**config.mk**
```make
export PLATFORM = sky130hd
export DESIGN_NAME = bcd_display_mux
export DESIGN_NICKNAME = d
export VERILOG_FILES = /design/src/rtl/bcd_display_mux.sv
export SDC_FILE = /design/constraint.sdc
export NUM_CORES = 1
export LEC_CHECK = 0
export CAP_MARGIN = 20
export CORE_MARGIN = 10
export CORE_UTILIZATION = 30
export DETAILED_ROUTE_END_ITERATION = 8
export GPL_TIMING_DRIVEN = 1
export PLACE_DENSITY = 0.53
export SETUP_SLACK_MARGIN = 0.05
export SLEW_MARGIN = 40
export SYNTH_ARGS = -nofsm -noshare
export SYNTH_HDL_FRONTEND = slang
export SYNTH_SLANG_ARGS = --single-unit
```
**constraint.sdc**
```tcl
create_clock -name clk -period 4.3 [get_ports clk]
set_input_delay 0.645 -clock clk [delete_from_list [all_inputs] [get_ports clk]]
set_output_delay 0.645 -clock clk [all_outputs]
set_load 0.03 [all_outputs]
```
**src/rtl/bcd_display_mux.sv**
```systemverilog
// Four-digit multiplexed seven-segment driver for packed BCD input.
// The value is snapshotted once per frame so that a mid-frame update cannot tear the display.
module bcd_display_mux #(
    parameter int REFRESH_DIV = 50000,
    parameter int BLANK_CYC   = 500
) (
    input  logic        clk,
    input  logic        reset,
    input  logic [15:0] bcd,
    input  logic        blank_lz,
    input  logic        dp_en,
    input  logic [1:0]  dp_pos,
    output logic [3:0]  an_n,
    output logic [6:0]  seg_n,
    output logic        dp_n
);

    localparam int CW = (REFRESH_DIV > 1) ? $clog2(REFRESH_DIV) : 1;
    localparam logic [CW-1:0] CNT_LAST  = CW'(REFRESH_DIV - 1);
    localparam logic [CW-1:0] CNT_BLANK = CW'(BLANK_CYC);
    localparam logic [CW-1:0] CNT_ONE   = CW'(1);

    logic [CW-1:0] cnt;
    logic [1:0]    digit;
    logic [15:0]   bcd_q;
    logic          load_pend;

    logic [3:0]    nibble;
    logic          guard;
    logic          blanked;
    logic [6:0]    glyph;
    logic [3:0]    an_next;
    logic [6:0]    seg_next;
    logic          dp_next;

    always_ff @(posedge clk or posedge reset) begin
        if (reset) begin
            cnt   <= '0;
            digit <= 2'd0;
        end else if (cnt == CNT_LAST) begin
            cnt   <= '0;
            digit <= digit + 2'd1;
        end else begin
            cnt   <= cnt + CNT_ONE;
        end
    end

    // bcd is captured only on the first edge after reset and when entering digit 0.
    always_ff @(posedge clk or posedge reset) begin
        if (reset) begin
            bcd_q     <= 16'h0000;
            load_pend <= 1'b1;
        end else if (load_pend) begin
            bcd_q     <= bcd;
            load_pend <= 1'b0;
        end else if (digit == 2'd3 && cnt == CNT_LAST) begin
            bcd_q     <= bcd;
        end
    end

    always_comb begin
        nibble = bcd_q[{digit, 2'b00} +: 4];
        guard  = (cnt < CNT_BLANK);

        // A digit is a leading zero when it and everything above it are zero.
        case (digit)
            2'd1:    blanked = blank_lz && (bcd_q[15:4] == 12'd0);
            2'd2:    blanked = blank_lz && (bcd_q[15:8] == 8'd0);
            2'd3:    blanked = blank_lz && (bcd_q[15:12] == 4'd0);
            default: blanked = 1'b0;
        endcase

        case (nibble)
            4'd0:    glyph = 7'h40;
            4'd1:    glyph = 7'h79;
            4'd2:    glyph = 7'h24;
            4'd3:    glyph = 7'h30;
            4'd4:    glyph = 7'h19;
            4'd5:    glyph = 7'h12;
            4'd6:    glyph = 7'h02;
            4'd7:    glyph = 7'h78;
            4'd8:    glyph = 7'h00;
            4'd9:    glyph = 7'h10;
            default: glyph = 7'h3F;
        endcase

        if (guard || blanked) begin
            an_next  = 4'hF;
            seg_next = 7'h7F;
            dp_next  = 1'b1;
        end else begin
            an_next  = ~(4'b0001 << digit);
            seg_next = glyph;
            dp_next  = ~(dp_en && (dp_pos == digit));
        end
    end

    always_ff @(posedge clk or posedge reset) begin
        if (reset) begin
            an_n  <= 4'hF;
            seg_n <= 7'h7F;
            dp_n  <= 1'b1;
        end else begin
            an_n  <= an_next;
            seg_n <= seg_next;
            dp_n  <= dp_next;
        end
    end

endmodule

```
==> results.md <==
- The run finished with clean final reports.
- The combinational power share is 9.2%.
- The part of the power in the clock network is 40.4%.
- The cell area that synthesis handed to floorplanning was 2280 um2.
- Derived from the worst setup path, the maximum achievable clock frequency is 401 MHz.
- Entering global routing, the biggest net connects 48 pins.
- The share of power burned in registers is 50.4%.
- Setup violations remaining at the end of the flow were counted as 0.
- The largest single stage delay on the critical path is 0.72 ns.
- The worst min-delay path category is reg -> reg.
- The worst setup path is launched from a flop.
- IR analysis of the VDD net gives a maximum drop of 0.119 mV.
- The clock reaches the later pin of the worst-skew pair after 0.30 ns.
- The number of buffers and inverters on the critical path is 0.
- The net count reported at finish is 252.
- The post-synthesis cell type count is 41.
- STA classifies the critical path endpoint as a flop.
- The total track usage is 8.20%.
- The number of nets handed over by synthesis was 216.
- After layout, the worst path uses 58.0% of the clock period.
- The largest fanout on the critical path is 16.
- The clock transition time at the flip-flop clock pins of the worst setup and hold paths is 0.09 ns.
- The number of antenna violations at the first check in global routing is 0.
- The fraction of power spent switching nets is 20.9%.
- The worst setup skew after layout is 0.0147 ns.
- Averaged over all synthesized cells, the footprint is 12.4 um2.
- The clock period minus final worst setup slack is 2.49 ns.
- The post-route cell area is 2850 um2.
- The measured slew at the worst slew-check pin is 0.759 ns.
- For the worst setup path, the data arrival time is 2.68 ns.
- Cells with a size suffix above 1 make up 20.8% of the layout.
- The kind of cell adding the most delay to the critical path is simple AND/OR/NAND/NOR gates.
- The count of cells in the finished layout, fillers not included, comes to 320.
- From left edge to right edge, the die measures 107 um.
- The count of buffers added by post-CTS timing repair for setup is 0.
- Summing the sequential cell areas from Yosys gives 52.3% of the chip area.
- Setup repair after global routing left no endpoint under its margin.
- For this configuration, the core starts out at a cell density of 31.1%.
- The Yosys warning count is 0.
- The footprint of the flip-flops and latches is 1190 um2.
- The detailed-route via count is 1461.
- The die is 107 um tall.
- After floorplanning, the core was sized to cover 7330 um2.
- The cell area after placement is 2720 um2.
- The tree is rooted in a sky130_fd_sc_hd__clkbuf_8.
- The post-synthesis sequential element count is 47.
- The number of DRC markers in iteration 0 is 109.
- The floorplan step defined a die boundary enclosing 11500 um2.
- The placer's final routability congestion estimate is 0.762.
- After detailed routing, the number of remaining DRC violations is 0.
- The first-pass GRT wire length is 7730 um.
- The most common cell after layout, fill and taps aside is sky130_fd_sc_hd__dfrtp_1.
- The areal power density over the cells is 328 nW/um2.
- The hold path startpoint is cnt[0]$_DFF_PP0_.
- The start point of the critical path is cnt[12]$_DFF_PP0_.
- The final-report max-slew violation count is 0.
- In the final routed layout, each cell accounts on average for 14.0 um.
- The total number of placement rows is 31.
- The number of buffers on the longest clock path is 2.
- After clock tree synthesis, the flow added hold-fix buffers numbering 0.
- The total detailed-routing wirelength is 4490 um.
- The number of gates resized after CTS was 0.
- The cell type contributing the most total cell area after synthesis is sky130_fd_sc_hd__dfrtp_1.
- The clock tree from TritonCTS is yes.
- Counting tap cells, the placed design contains a total of 312 instances.
- The global route total overflow is 0.
- The cell with the largest stage delay on the worst path is sky130_fd_sc_hd__nor4_4.
- The number of hold-slack violations in the final timing report is 0.
- For this design the static power due to leakage is 1.16 nW.
- The number of instances in the synthesized netlist is 184.
- Ranked by total cell area, the synthesized netlist is headed by sky130_fd_sc_hd__dfrtp_1 37%, sky130_fd_sc_hd__dfstp_2 15%, sky130_fd_sc_hd__mux2_4 6.6%, sky130_fd_sc_hd__ha_1 5.5%, sky130_fd_sc_hd__mux4_2 4.0%.
- The number of antenna-violating nets in the routed design is 0.
- Detailed placement ended at an HPWL of 3320 um.
- The number of global-route vias before repair is 1502.
- The first TritonRoute pass finished after 4 iterations.
- The critical path goes through or4_4, nor4_4, a21oi_4, mux2_4.
- By startpoint and endpoint, the worst setup path is classified as reg -> reg.
- Counting every sink on the clock net gives 47.
- In the final layout, the multi-input gates occupy 1030 um2.
- The antenna diode instance count is 0.
- The analysis attributes to net switching a power of 0.000196 W.
- Adding up every negative setup slack in the final design gives 0 ns.
- Cell internal power was estimated by the tool at 0.000741 W.
- STA puts the critical path data required time at 4.49 ns.
- In this run the count of I/O pins placed on the die edge is 34.
- The layout has 696 filler cells.
- The routed via count divided by cell count is 4.57.
- Input and output buffers added on the ports amount to 33.
- The number of H-tree levels is 2.
- Buffers inserted during clock tree synthesis total 5.
- The reg-to-reg critical path startpoint is cnt[12]$_DFF_PP0_.
- The area share of the largest cell type after synthesis is 37.3%.
- The max-capacitance violation count is 0.
- In the layout the commonest cells are 34 x sky130_fd_sc_hd__dfrtp_1, 33 x sky130_fd_sc_hd__clkdlybuf4s50_1, 13 x sky130_fd_sc_hd__dfstp_2.
- The layout-stage area growth over the synthesis result is 25.2%.
- The worst pin sits at a relative slew slack of 49.0%.
-- stage by stage --
| stage | setup slack [ns] | power, W | hold WS [ns] | utilization, % |
|---|---|---|---|---|
| after CTS | 1.78 | 0.000949 | 0.510 | 38.9 |
| after floorplan | 2.21 | 0.000532 | 0.458 | - |
| final | 1.81 | 0.000937 | 0.510 | 38.9 |
| after global routing | 1.65 | 0.000978 | 0.547 | 38.9 |
| after global placement | 1.73 | 0.000567 | 0.483 | 37.0 |
| after detailed placement | 1.80 | 0.000568 | 0.498 | 37.1 |
-- synthesized netlist by cell type, drive strengths merged --
library cell and n:
xor2 6, o211ai 1, or3 1, xnor2 9, dfrtp 34, nand4 5, o2111ai 1, and3 1
a31oi 1, o21ai 6, nand4b 1, dfstp 13, ha 10, nand2 11, o311ai 1, and4 1
o21ba 1, and2 1, o21a 1, mux2 16, nand3 7, conb 1, nor4 8, o31ai 1
a2111oi 1, nor2 10, nor2b 2, buf 2, inv 9, or4bb 1, mux2i 2, a21oi 3
clkbuf 3, or2 1, nor3 7, mux4 4, or4 1
-- power by group through the flow --
stage                     Sequential (W)  Clock (W)  Combinational (W)
after floorplan                 0.000474          0          0.0000572
after global placement          0.000480          0          0.0000868
after detailed placement        0.000480          0          0.0000874
after CTS                       0.000472   0.000389          0.0000877
after global routing            0.000475   0.000408          0.0000956
final                           0.000472   0.000379          0.0000858
-- cells by family (layout without fill, tap and decap cells) --
group | Yosys count | after routing | synth area share [%]
fa+ha+maj | 10 | 10 | 5.49
mux | 22 | 22 | 14.4
other cells | 1 | 1 | 0.165
compound gates | 17 | 17 | 5.00
buf+inv | 14 | 51 | 2.69
simple gates | 58 | 58 | 14.2
xor+xnor | 15 | 15 | 5.77
flops | 47 | 47 | 52.3
-- worst paths after layout --
| kind | endpoint | slack (ns) | cells past startpoint |
|---|---|---|---|
| setup / recovery | bcd_q[1]$_DFFE_PP0P_ | 1.81 | 4 |
| hold / removal | cnt[0]$_DFF_PP0_ | 0.51 | 1 |
| hold reg to reg | cnt[0]$_DFF_PP0_ | 0.51 | 1 |
| max in group asynchronous | load_pend$_DFF_PP1_ | 3.11 | 3 |
| min in group asynchronous | cnt[8]$_DFF_PP0_ | 0.79 | 3 |
| setup reg to reg | bcd_q[1]$_DFFE_PP0P_ | 1.81 | 4 |
-- sequential cells by signal, summed over array words and instances, names as in the netlist --
signal and count:
bcd_q 16, cnt 16, seg_n 7, an_n 4, digit 2, dp_n 1, load_pend 1
-- area by class of cell --
class                           count  share of cell area (%)
Sequential cell                    47                    41.8
Inverter                            9                    1.18
Clock buffer                        6                    2.54
Timing Repair Buffer               34                    11.8
Tap cell                           99                    4.34
Clock inverter                      2                    2.11
Multi-Input combinational cell    123                    36.2
-- layer usage --
layer	track usage, %	vias up	routed length [um]
met3	2.81	7	314
met4	3.77	0	88
li1	-	727	-
met5	0	-	0
met1	11.6	695	2240
met2	10.8	32	1840
Note: power is estimated with default switching activity, not from simulation.
